File: src/rtl/fetch_unit_if.sv
// fetch_unit_if: fetch-unit bus bundle (branch redirect, imem read port, decode output)
interface fetch_unit_if;
  logic redirect_valid;
  logic [15:0] redirect_pc;
  logic stall;
  logic imem_req;
  logic [15:0] imem_addr;
  logic imem_ready;
  logic [15:0] imem_data;
  logic inst_valid;
  logic [15:0] inst;
  logic [15:0] inst_pc;
  logic halted;
  modport master (
    input redirect_valid, redirect_pc, stall, imem_ready, imem_data,
    output imem_req, imem_addr, inst_valid, inst, inst_pc, halted
  );
  modport slave (
    output redirect_valid, redirect_pc, stall, imem_ready, imem_data,
    input imem_req, imem_addr, inst_valid, inst, inst_pc, halted
  );
endinterface

File: src/rtl/fetch_unit.sv
// fetch_unit: PC owner issuing one imem read at a time, buffering it for decode, honouring redirects and HLT
module fetch_unit #(
  parameter logic [15:0] RESET_PC = 16'h0000,
  parameter logic [3:0] HLT_OPCODE = 4'hF
) (
  input logic clk,
  input logic rst_n,
  fetch_unit_if.master bus
);
  typedef enum logic [2:0] {IDLE, REQ, HOLD, FLUSH, HALTED} stateT;
  stateT state, stateNext;
  logic [15:0] fetchPc, fetchPcNext, instBuf, instBufNext, instPc, instPcNext;
  logic [15:0] pendingPc, pendingPcNext, target;
  assign target = {bus.redirect_pc[15:1], 1'b0};
  always_ff @(posedge clk or negedge rst_n) begin
    if (!rst_n) begin
      state <= IDLE;
      fetchPc <= RESET_PC;
      instBuf <= '0;
      instPc <= '0;
      pendingPc <= '0;
    end else begin
      state <= stateNext;
      fetchPc <= fetchPcNext;
      instBuf <= instBufNext;
      instPc <= instPcNext;
      pendingPc <= pendingPcNext;
    end
  end
  always_comb begin
    stateNext = state;
    fetchPcNext = fetchPc;
    instBufNext = instBuf;
    instPcNext = instPc;
    pendingPcNext = pendingPc;
    case (state)
      IDLE: begin
        stateNext = REQ;
        if (bus.redirect_valid) fetchPcNext = target;
      end
      REQ: begin
        if (bus.redirect_valid) begin
          // an unanswered request must run to completion on its old address
          if (bus.imem_ready) fetchPcNext = target;
          else begin
            pendingPcNext = target;
            stateNext = FLUSH;
          end
        end else if (bus.imem_ready) begin
          instBufNext = bus.imem_data;
          instPcNext = fetchPc;
          fetchPcNext = fetchPc + 16'd2;
          stateNext = HOLD;
        end
      end
      HOLD: begin
        if (bus.redirect_valid) begin
          fetchPcNext = target;
          stateNext = REQ;
        end else if (!bus.stall) stateNext = (instBuf[15:12] == HLT_OPCODE) ? HALTED : REQ;
      end
      FLUSH: begin
        if (bus.redirect_valid) pendingPcNext = target;
        if (bus.imem_ready) begin
          fetchPcNext = bus.redirect_valid ? target : pendingPc;
          stateNext = REQ;
        end
      end
      default: ;
    endcase
  end
  assign bus.imem_req = (state == REQ) || (state == FLUSH);
  assign bus.imem_addr = fetchPc;
  assign bus.inst_valid = state == HOLD;
  assign bus.inst = instBuf;
  assign bus.inst_pc = instPc;
  assign bus.halted = state == HALTED;
endmodule

File: src/flat_wrapper.sv
// flat-port wrapper written by rule: the top's interface ports become plain ports
module fetch_unit_flat 
#(
  parameter logic [15:0] RESET_PC = 16'h0000,
  parameter logic [3:0] HLT_OPCODE = 4'hF
)
  (clk, rst_n, bus_redirect_valid, bus_redirect_pc, bus_stall, bus_imem_ready, bus_imem_data, bus_imem_req, bus_imem_addr, bus_inst_valid, bus_inst, bus_inst_pc, bus_halted);
  fetch_unit_if bus_i ();
  input logic clk;
  input logic rst_n;
  input wire logic [$bits(bus_i.redirect_valid)-1:0] bus_redirect_valid;
  input wire logic [$bits(bus_i.redirect_pc)-1:0] bus_redirect_pc;
  input wire logic [$bits(bus_i.stall)-1:0] bus_stall;
  input wire logic [$bits(bus_i.imem_ready)-1:0] bus_imem_ready;
  input wire logic [$bits(bus_i.imem_data)-1:0] bus_imem_data;
  output wire logic [$bits(bus_i.imem_req)-1:0] bus_imem_req;
  output wire logic [$bits(bus_i.imem_addr)-1:0] bus_imem_addr;
  output wire logic [$bits(bus_i.inst_valid)-1:0] bus_inst_valid;
  output wire logic [$bits(bus_i.inst)-1:0] bus_inst;
  output wire logic [$bits(bus_i.inst_pc)-1:0] bus_inst_pc;
  output wire logic [$bits(bus_i.halted)-1:0] bus_halted;
  assign bus_i.redirect_valid = bus_redirect_valid;
  assign bus_i.redirect_pc = bus_redirect_pc;
  assign bus_i.stall = bus_stall;
  assign bus_i.imem_ready = bus_imem_ready;
  assign bus_i.imem_data = bus_imem_data;
  assign bus_imem_req = bus_i.imem_req;
  assign bus_imem_addr = bus_i.imem_addr;
  assign bus_inst_valid = bus_i.inst_valid;
  assign bus_inst = bus_i.inst;
  assign bus_inst_pc = bus_i.inst_pc;
  assign bus_halted = bus_i.halted;
  fetch_unit #(.RESET_PC(RESET_PC), .HLT_OPCODE(HLT_OPCODE)) u_core (.clk(clk), .rst_n(rst_n), .bus(bus_i));
endmodule
File: config.mk
export PLATFORM = sky130hd
export DESIGN_NAME = fetch_unit_flat
export DESIGN_NICKNAME = d
export VERILOG_FILES = /design/src/rtl/fetch_unit_if.sv /design/src/rtl/fetch_unit.sv /design/src/flat_wrapper.sv
export SDC_FILE = /design/constraint.sdc
export NUM_CORES = 1
export LEC_CHECK = 0
export ABC_AREA = 1
export CAP_MARGIN = 20
export CORE_ASPECT_RATIO = 1.75
export CORE_MARGIN = 1.5
export CORE_UTILIZATION = 45
export CTS_CLUSTER_SIZE = 12
export DETAILED_ROUTE_END_ITERATION = 6
export PLACE_DENSITY_LB_ADDON = 0.1
export SLEW_MARGIN = 20
export SYNTH_ARGS = -nofsm -noshare
export SYNTH_HDL_FRONTEND = slang
export SYNTH_SLANG_ARGS = --single-unit
File: constraint.sdc
create_clock -name clk -period 4.1 [get_ports clk]
set_input_delay 0.615 -clock clk [delete_from_list [all_inputs] [get_ports clk]]
set_output_delay 0.615 -clock clk [all_outputs]
set_load 0.005 [all_outputs]
Word-level counts from Yosys, hierarchy flattened
Cells that the tools add are included.
W data, S select, Z words.
- $add $sub $neg: 1
- eq/ne operators: 13
- multiplexer cells: 18
- bitwise logic cells: 1
- reduce and logical (&&, ||, !) cells: 10
- operators with widths (kind ; count):
    $mux W16 ; 8
    $pmux W16 S3 ; 1
    $pmux W16 S2 ; 1
    $mux W3 ; 7
    $add A16 B2 Y16 const B ; 1
    $pmux W3 S4 ; 1
    $ne A3 B3 Y1 const B ; 3
    $ne A2 B2 Y1 const B ; 4
    $eq A3 B2 Y1 const B ; 2
    $reduce_and A3 Y1 ; 2
    $reduce_and A5 Y1 ; 1
    $eq A4 B4 Y1 const B ; 1
    $reduce_and A4 Y1 ; 1
    $reduce_bool A4 Y1 ; 1
    $eq A3 B1 Y1 const B ; 1
    $eq A3 B3 Y1 const B ; 1
    $logic_not A3 Y1 ; 1
    $reduce_bool A3 Y1 ; 1
    $ne A2 B1 Y1 const B ; 1
    $reduce_bool A2 Y1 ; 1
    $reduce_or A2 Y1 ; 1
    $logic_or A1 B1 Y1 ; 1
    $not A1 Y1 ; 1
- register bits: 67
- bits of input ports: 37
- output and inout bits: 51
- word-level logic and storage cells: 48

Longest topological paths before layout
Gate-level depths: netlist of the first run.
- word-level depth: 5
- depth in mapped cells: 10
- mapped depth without buffers: 9

Least setup slack after synthesis of the first run
No wires, ideal clock.
- path kind: input to register
- from: input port bus_redirect_valid
- to: register u_core.fetchPc[2], in the netlist u_core.bus.imem_addr[2]
- setup time: 0.124 ns
- data arrival time: 1.414 ns
- data required time: 3.976 ns
- setup slack: 2.563 ns
- cell stages on the path: 7
- path buffers: 2
- cell sequence: inv_2 buf_2 o22ai_4 buf_4 nand3_1 a21oi_1 a21oi_1
- longest elaborated chain between the ends: 3
- elaborated cells on any way between the ends: 6
- classes of those cells: eq/ne (1); mux (4); reduce/logical (1)
- RTL lines (element ; RTL line ; source):
    start, declared ; flat_wrapper.sv:11 ; input wire logic [$bits(bus_i.redirect_valid)-1:0] bus_redirect_valid;
    $mux W16 ; - ;
    $mux W16 ; fetch_unit.sv:64 ; if (bus.imem_ready) begin
    $pmux W16 S3 ; fetch_unit.sv:36 ; case (state)
    end signal, assigned ; fetch_unit.sv:24 ; fetchPc <= fetchPcNext;
    end, declared ; fetch_unit.sv:12 ; logic [15:0] fetchPc, fetchPcNext, instBuf, instBufNext, instPc, instPcNext;
Parallel ways exist; a longest one is shown, timed or not. The select of a mux whose other input is x is not followed.
A chain may end at the register's enable or synchronous reset.

Worst setup path in the final report of the first run
- from: register u_core.state[0]
- to: output port bus_inst_valid
- longest elaborated chain between the ends: 1
- RTL lines (element ; RTL line ; source):
    start, declared ; fetch_unit.sv:11 ; stateT state, stateNext;
    start signal, assigned ; fetch_unit.sv:23 ; state <= stateNext;
    $eq A3 B2 Y1 ; fetch_unit.sv:74 ; assign bus.inst_valid = state == HOLD;
    end, declared ; flat_wrapper.sv:18 ; output wire logic [$bits(bus_i.inst_valid)-1:0] bus_inst_valid;
No other way between the ends.

==> results of run 1 <==
critical path, cell delays in order (launching register included):
cell and delay (ns):
dfrtp_1 0.44, nor2_1 0.68, nand2_1 0.15, inv_1 0.11
clkdlybuf4s50_1 0.50
layout make-up:
| type | instances | area, sq um |
|---|---|---|
| Clock inverter | 4 | 97.6 |
| Tap cell | 88 | 110 |
| Multi-Input combinational cell | 295 | 1530 |
| Timing Repair Buffer | 91 | 906 |
| Inverter | 39 | 149 |
| Fill cell | 663 | 2750 |
| Clock buffer | 12 | 246 |
| Sequential cell | 67 | 1680 |
registers in the layout, indices dropped and copies added (netlist names):
signal	flops
u_core.state	3
u_core.bus.inst	16
u_core.bus.imem_addr	16
u_core.pendingPc	16
u_core.bus.inst_pc	16
routing by layer:
metal  global-route usage [%]  part of all wire [%]  vias to the layer above
met5                        0                     0                        -
met4                     10.5                   2.3                        0
met3                     4.60                   6.2                       15
met2                     37.2                    52                      124
met1                     26.0                    40                     1456
li1                         -                     -                     1537
cell usage after synthesis, drive strengths merged:
library cell,n
nand2,122
dfrtp,67
nor2,45
o21ai,41
inv,39
mux2,22
a21oi,21
nand3,19
buf,10
nand4,6
o211ai,6
clkbuf,4
nor3,4
a31oi,2
xor2,2
a22oi,1
ha,1
o21bai,1
o22ai,1
o31ai,1
worst paths after layout:
check | startpoint | endpoint | depth (start not counted)
max in group asynchronous | rst_n | u_core.pendingPc[12]$_DFFE_PN0P_ | 2
worst min-delay path | rst_n | u_core.bus.imem_addr[4]$_DFFE_PN0P_ | 1
worst max register to register | u_core.state[0]$_DFFE_PN0P_ | u_core.bus.imem_addr[10]$_DFFE_PN0P_ | 7
worst min register to register | u_core.bus.inst_pc[15]$_DFFE_PN0P_ | u_core.bus.inst_pc[15]$_DFFE_PN0P_ | 2
worst max-delay path | u_core.state[0]$_DFFE_PN0P_ | bus_inst_valid | 4
min in group clk | u_core.bus.inst_pc[15]$_DFFE_PN0P_ | u_core.bus.inst_pc[15]$_DFFE_PN0P_ | 2
kinds of logic after synthesis:
logic type,after synthesis
buffers and inverters,53
muxes,22
xor gates and xnor gates,2
DFF,67
and+or+nand+nor,196
AOI/OAI and AO/OA,74
adders and majority gates,1
where the power goes:
part           total [mW]  internal [mW]  switching [mW]  leakage, nW
Sequential          0.713          0.690          0.0237        0.847
Clock               0.889          0.611           0.279        0.163
Combinational       0.168         0.0939          0.0738         1.19
==> impl_metrics.yaml, run 1 <==
sta:
  period_needed_ns: 2.84
  min_period_over_period_pct: 69.2
  fin_ws_ns: 1.26
  timing.fmax_mhz: 352
  finClkSkew_ns: 0.00640
  rsz0062_at_grt: "false"
  setup_viol: 0
  whs_ns: 0.197
  fin_tns_setup_ns: 0
  slew_viol_final: 0
  hold_viol: 0
  max_slew_margin_pct: 41.1
  worstMarginPinSlew_ns: 0.880
global_routing:
  grt_usage_pct: 21.9
  grt-ovfl-total: 0
  grt_pass1_vias: 3032
  grt_antenna_before_repair: 0
  grt_max_degree: 44
  grt_first_pass_wirelength_um: 14300
routing:
  wl_per_cell_um: 14.1
  drc: 0
  finalWirelength_um: 8420
  ant_nets: 0
  drt_iter0_drc: 215
  drtPass1Iterations: 5
  viasPerCell: 5.26
  vias: 3132
floorplan:
  rows: 42
  core-area_sq_um: 7460
  chipWidth_um: 69.1
  die_h_um: 119
  dieArea_sq_um: 8200
  io_pins: 88
  start_util_pct: 46.1
final_layout:
  finalNonFillerCells: 596
  final_cell_mix: "nand2_1 (118), clkdlybuf4s50_1 (85), dfrtp_1 (67), nor2_1 (43), inv_1 (34)"
  num_antenna_cells: 0
  design_area_sq_um: 4720
  syn_to_final_growth_pct: 37.0
  layout_commonest_cell: "nand2_1"
  nNetsFinal: 541
  drive_gt1_share_pct: 11.2
  final_util_pct: 63.2
synth:
  syn_avg_cell_area_sq_um: 8.29
  synth_cell_types: 30
  synth.yosys.seq_area_share_pct: 48.7
  synth_seq_cells: 67
  synth.cell_area_sq_um: 3440
  syn-num-nets: 453
  yosys_warnings: 0
  synth_top_family_by_area: "simple AND/OR/NAND/NOR gates"
  synth_top_cell_area_share_pct: 48.7
  synth-adder-area-share_pct: 0.364
  yosys.area_share.xor_xnor_pct: 0.509
  synthTopCellsByArea: "dfrtp_1 (49%), nand2_1 (13%), mux2_2 (7.2%)"
  yosys.area.top_type: "dfrtp_1"
  synthMuxAreaShare_pct: 7.20
  postSynthCellCount: 415
  synth_compound_area_share_pct: 12.3
  synthSimpleGateAreaFrac_pct: 24.1
worst_hold_path:
  hold_class: "input pin to asynchronous set/reset pin"
setup_path:
  critPathArrivalTime_ns: 2.22
  worst_setup_path_start_kind: "flip-flop"
  worstPathRequired_ns: 3.48
  crit_fanout: 13
  critPathCaptureType: "output pin"
  reg2reg_slack_ns: 1.68
  path_class: "flip-flop to output pin"
cts:
  clockRootBuffer: "clkbuf_16"
  cts_setup_buffers: 0
  holdBufCountCts: 0
  clockBufferDepth: 2
  clk_pin_slew_ns: 0.06
  clkLatencyLatePin_ns: 0.34
  cts_resized: 0
  cts_tree: "yes"
  clock_sinks: 67
  htreeDepth: 3
  cts_inserted_buffers: 9
placed_design:
  dpl-instance-area_sq_um: 4350
  place_congestion: 0.887
  dp.cells: 579
  portBuffers: 86
  hpwl_um: 6120
  pre_cts_ws_ns: 1.43
pwr:
  p_leak_nw: 2.20
  max-vdd-ir-drop_mv: 0.267
  power_mw: 1.77
  power_density_nw_per_um2: 375
run:
  drv_cap: 0
status:
  status: "completed"
No activity file was read; power rests on OpenSTA's default activity.
==> run 2, diff against run 1 <==
==> constraint.sdc (replaced) <==
create_clock -name clk -period 2.8 [get_ports clk]
set_input_delay 0.42 -clock clk [delete_from_list [all_inputs] [get_ports clk]]
set_output_delay 0.42 -clock clk [all_outputs]
set_load 0.005 [all_outputs]
==> run 2 against run 1 <==
  * Cell count increased by 0.34%
  * Sequential cell count unchanged
  * Combinational power grew 43%
  * Sequential share of layout area up 0.31 points
  * Wire length is 0.72% lower
  * Clock power is 17% higher
  * Global-route usage decreased by 0.23 points
  * Largest cell class unchanged
  * Power increased by 32%
  * Die area stayed put
  * Highest routed layer unchanged
  * Non-clock buffer count is 3 higher
==> impl_metrics.yaml, run 2 (same netlist as run 1, synthesis figures left out) <==
global_routing:
  grt_pass1_vias: 3100
  grt_first_pass_wirelength_um: 14100
  grt-ovfl-total: 0
  grt_usage_pct: 21.6
  grt_max_degree: 68
  grt_antenna_before_repair: 0
floorplan:
  rows: 42
  core-area_sq_um: 7460
  die_h_um: 119
  start_util_pct: 46.1
  dieArea_sq_um: 8200
  io_pins: 88
  chipWidth_um: 69.1
cts:
  cts_resized: 0
  clkLatencyLatePin_ns: 0.33
  clock_sinks: 67
  htreeDepth: 3
  clk_pin_slew_ns: 0.05
  cts_tree: "yes"
  holdBufCountCts: 0
  cts_setup_buffers: 0
  clockBufferDepth: 2
  cts_inserted_buffers: 9
  clockRootBuffer: "clkbuf_16"
status:
  status: "completed"
final_layout:
  final_cell_mix: "nand2_1 (118), clkdlybuf4s50_1 (85), dfrtp_1 (67), nor2_1 (43), inv_1 (34)"
  layout_commonest_cell: "nand2_1"
  fill_cells: 670
  num_antenna_cells: 0
  drive_gt1_share_pct: 11.8
  nNetsFinal: 544
  final_util_pct: 62.6
  syn_to_final_growth_pct: 35.8
  finalNonFillerCells: 598
placed_design:
  dp.cells: 583
  portBuffers: 86
  place_congestion: 0.935
  hpwl_um: 6140
pwr:
  seq_power_share_pct: 44.9
  switching_share_pct: 22.4
  switching_power_uw: 523
  p_leak_nw: 2.19
  cellInternalPower_mw: 1.81
  pwr-share-comb_pct: 10.3
  power_density_nw_per_um2: 499
  max-vdd-ir-drop_mv: 0.415
  p_clk_share_pct: 44.8
sta:
  setup_viol: 0
  hold_viol: 0
  timing.fmax_mhz: 461
  rsz0062_at_grt: "false"
  min_period_over_period_pct: 77.5
  whs_ns: 0.287
  worstMarginPinSlew_ns: 0.844
  max_slew_margin_pct: 43.8
  period_needed_ns: 2.17
  slew_viol_final: 0
  finClkSkew_ns: 0.00697
  fin_tns_setup_ns: 0
setup_path:
  r2r-end: "u_core.bus.imem_addr[5]$_DFFE_PN0P_"
  path_class: "flip-flop to output pin"
  worstPathRequired_ns: 2.38
  crit_fanout: 13
  ff2ff_path_depth: 8
  r2r_start: "u_core.state[0]$_DFFE_PN0P_"
  worst_setup_path_start_kind: "flip-flop"
  critPathArrivalTime_ns: 1.75
  reg2reg_slack_ns: 0.99
  critPathCaptureType: "output pin"
worst_hold_path:
  hold_class: "input pin to asynchronous set/reset pin"
routing:
  ant_nets: 0
  drt_iter0_drc: 194
  viasPerCell: 5.15
  drtPass1Iterations: 4
  finalWirelength_um: 8360
  drc: 0
  vias: 3081
  wl_per_cell_um: 14.0
run:
  drv_cap: 0
[run 2: cell types whose count changed in the layout (fill, tap and decap cells not counted)]
cell / delta
clkinvlp_4: -1
clkbuf_8: +2
clkbuf_1: -1
buf_4: +3
clkinv_2: +2
bufinv_16: -3
[run 2: worst max path at each step]
stage | slack (ns) | startpoint | endpoint | depth (start not counted)
floorplan | 1.38 | u_core.bus.imem_addr[1]$_DFFE_PN0P_ | u_core.bus.imem_addr[11]$_DFFE_PN0P_ | 9
global placement | 0.55 | bus_redirect_valid | u_core.bus.imem_addr[10]$_DFFE_PN0P_ | 7
detailed placement | 0.54 | bus_redirect_valid | u_core.bus.imem_addr[10]$_DFFE_PN0P_ | 7
CTS | 0.61 | u_core.state[0]$_DFFE_PN0P_ | bus_inst_valid | 5
global route | 0.52 | u_core.state[0]$_DFFE_PN0P_ | bus_inst_valid | 5
finish | 0.63 | u_core.state[0]$_DFFE_PN0P_ | bus_inst_valid | 5
[run 2: layout make-up]
type / instances / area [sq um] / share of cell area, %
tap: 88 / 110 / 2.36
clock inverter: 2 / 10.0 / 0.214
clock buffer: 13 / 270 / 5.78
inverter: 39 / 149 / 3.19
timing repair buffer: 94 / 928 / 19.9
sequential: 67 / 1680 / 35.9
multi-input combinational: 295 / 1530 / 32.7
[run 2: per-layer routing]
layer | part of all wire, % | GRT usage [%]
met2 | 52 | 37.6
met3 | 5.4 | 4.69
met1 | 41 | 24.3
met5 | 0 | 0
met4 | 2.4 | 11.8
[run 2: power by group through the flow]
stage / Clock, mW / Combinational (mW) / Sequential (mW)
finish: 1.04 / 0.240 / 1.05
global route: 1.11 / 0.270 / 1.05
CTS: 1.07 / 0.244 / 1.05
detailed placement: 0 / 0.243 / 1.06
global placement: 0 / 0.240 / 1.06
floorplan: 0 / 0.0862 / 1.06
[run 2: critical path: stages (launching register included)]
cell and delay (ns):
dfrtp_1 0.43, nor2_1 0.12, buf_4 0.21, nand2_1 0.09
inv_1 0.08, clkdlybuf4s50_1 0.49
[run 2: stage by stage]
step | setup WS [ns] | instance area [sq um] | power [mW]
finish | 0.630 | 4670 | 2.33
global route | 0.518 | 4670 | 2.43
CTS | 0.615 | 4670 | 2.36
detailed placement | 0.535 | 4390 | 1.31
global placement | 0.546 | 4390 | 1.30
floorplan | 1.38 | 3440 | 1.14
==> run 3, diff against run 2 <==
==> constraint.sdc (replaced) <==
create_clock -name clk -period 2.3 [get_ports clk]
set_input_delay 0.345 -clock clk [delete_from_list [all_inputs] [get_ports clk]]
set_output_delay 0.345 -clock clk [all_outputs]
set_load 0.005 [all_outputs]
==> run 3 against run 2 <==
  * Worst setup slack got worse by 0.48 ns
  * Utilization up 0.82 points
  * Critical path depth unchanged
  * Power rose by 30%
  * Cell count is 0.33% higher
  * Worst hold slack got worse by 0.26 ns
  * Wire length rose by 0.49%
  * Via count is essentially flat
  * Sequential power increased by 21%
  * Clock-buffer cell count decreased by 4
  * Sequential share of layout area is 0.46 points lower
==> impl_metrics.yaml, run 3 (same netlist as run 1, synthesis figures left out) <==
cts:
  htreeDepth: 3
  clkLatencyLatePin_ns: 0.33
  clockRootBuffer: "clkbuf_16"
  cts_tree: "yes"
  cts_inserted_buffers: 9
  clock_sinks: 67
  clockBufferDepth: 2
  clk_pin_slew_ns: 0.06
setup_path:
  critPathArrivalTime_ns: 1.81
  ff2ff_path_depth: 7
  crit_fanout: 12
  r2r_start: "u_core.state[0]$_DFFE_PN0P_"
  worst_setup_path_start_kind: "flip-flop"
  worstPathRequired_ns: 1.96
  path_class: "flip-flop to output pin"
  critPathCaptureType: "output pin"
  reg2reg_slack_ns: 0.22
  r2r-end: "u_core.bus.imem_addr[5]$_DFFE_PN0P_"
pwr:
  max-vdd-ir-drop_mv: 0.574
  p_leak_nw: 2.21
  power_density_nw_per_um2: 638
final_layout:
  drive_gt1_share_pct: 12.3
  num_antenna_cells: 0
  syn_to_final_growth_pct: 37.6
  layout_commonest_cell: "nand2_1"
  nNetsFinal: 545
  final_cell_mix: "nand2_1 (118), clkdlybuf4s50_1 (85), dfrtp_1 (67), nor2_1 (43), inv_1 (34)"
sta:
  min_period_over_period_pct: 93.6
  setup_viol: 0
  slew_viol_final: 0
  fin_ws_ns: 0.148
  worstMarginPinSlew_ns: 0.918
  whs_ns: 0.0291
  period_needed_ns: 2.15
  hold_viol: 0
  timing.fmax_mhz: 465
  finClkSkew_ns: 0.00421
  max_slew_margin_pct: 38.6
routing:
  drtPass1Iterations: 5
  drc: 0
  wl_per_cell_um: 14.0
  finalWirelength_um: 8400
  ant_nets: 0
  drt_iter0_drc: 216
  vias: 3080
  viasPerCell: 5.13
floorplan:
  chipWidth_um: 69.1
  rows: 42
  start_util_pct: 46.1
  dieArea_sq_um: 8200
  io_pins: 88
  core-area_sq_um: 7460
  die_h_um: 119
status:
  status: "completed"
global_routing:
  grt_pass1_vias: 3075
  grt_usage_pct: 22.0
  grt_antenna_before_repair: 0
  grt_first_pass_wirelength_um: 14400
  grt_max_degree: 68
  grt-ovfl-total: 0
placed_design:
  place_congestion: 0.915
  hpwl_um: 6170
  portBuffers: 86
  pre_cts_ws_ns: 0.173
worst_hold_path:
  hold_class: "input pin to asynchronous set/reset pin"
run:
  drv_cap: 0
[run 3: critical path, cell delays in order, from the launching register on]
cell and delay [ns]:
dfrtp_1 0.43, nor2_1 0.21, buf_6 0.19, nand2_1 0.08, inv_1 0.07, clkdlybuf4s50_1 0.49
[run 3: layout make-up]
class,instances,area [sq um]
fillers,682,2730
clock buffers,9,225
repair buffers,95,952
well taps,88,110
flip-flops and latches,67,1680
inverters,39,149
multi-input cells,295,1530
clock inverters,7,92.6
[run 3: worst max-delay path by stage]
stage	from	end	cells past startpoint
finish	u_core.state[0]$_DFFE_PN0P_	bus_inst_valid	5
global route	u_core.state[0]$_DFFE_PN0P_	bus_inst_valid	5
CTS	u_core.state[0]$_DFFE_PN0P_	bus_inst_valid	5
detailed placement	bus_imem_ready	u_core.bus.imem_addr[5]$_DFFE_PN0P_	6
global placement	bus_imem_ready	u_core.bus.imem_addr[5]$_DFFE_PN0P_	6
floorplan	u_core.bus.imem_addr[1]$_DFFE_PN0P_	u_core.bus.imem_addr[11]$_DFFE_PN0P_	9
[run 3: per-stage QoR]
stage	cell area [sq um]	TNS (ns)	power (mW)	std cells	utilization, %
after detailed placement	4410	0	1.59	584	59.2
after global placement	4410	0	1.59	584	59.2
after global routing	4740	-0.000292	3.14	600	63.5
final	4740	0	3.02	600	63.5
after floorplan	3440	0	1.39	415	-
after CTS	4730	0	3.05	600	63.4
[run 3: power breakdown]
| part | switching (mW) | internal, mW | total (mW) |
|---|---|---|---|
| clock network | 0.509 | 0.943 | 1.45 |
| registers | 0.0431 | 1.23 | 1.27 |
| logic | 0.130 | 0.168 | 0.298 |
[run 3: what timing repair did]
item,in CTS,in global routing
endpoints found under the setup margin,0,1
resized for setup,0,1
hold buffers,0,0
buffers inserted,0,0
[run 3: per-layer routing]
layer	global-route usage (%)	share of wire [%]	up-vias
met5	0	0	-
met4	10.9	2.7	0
met2	38.5	52	87
met3	4.43	4.5	18
met1	25.2	41	1438
li1	-	-	1537
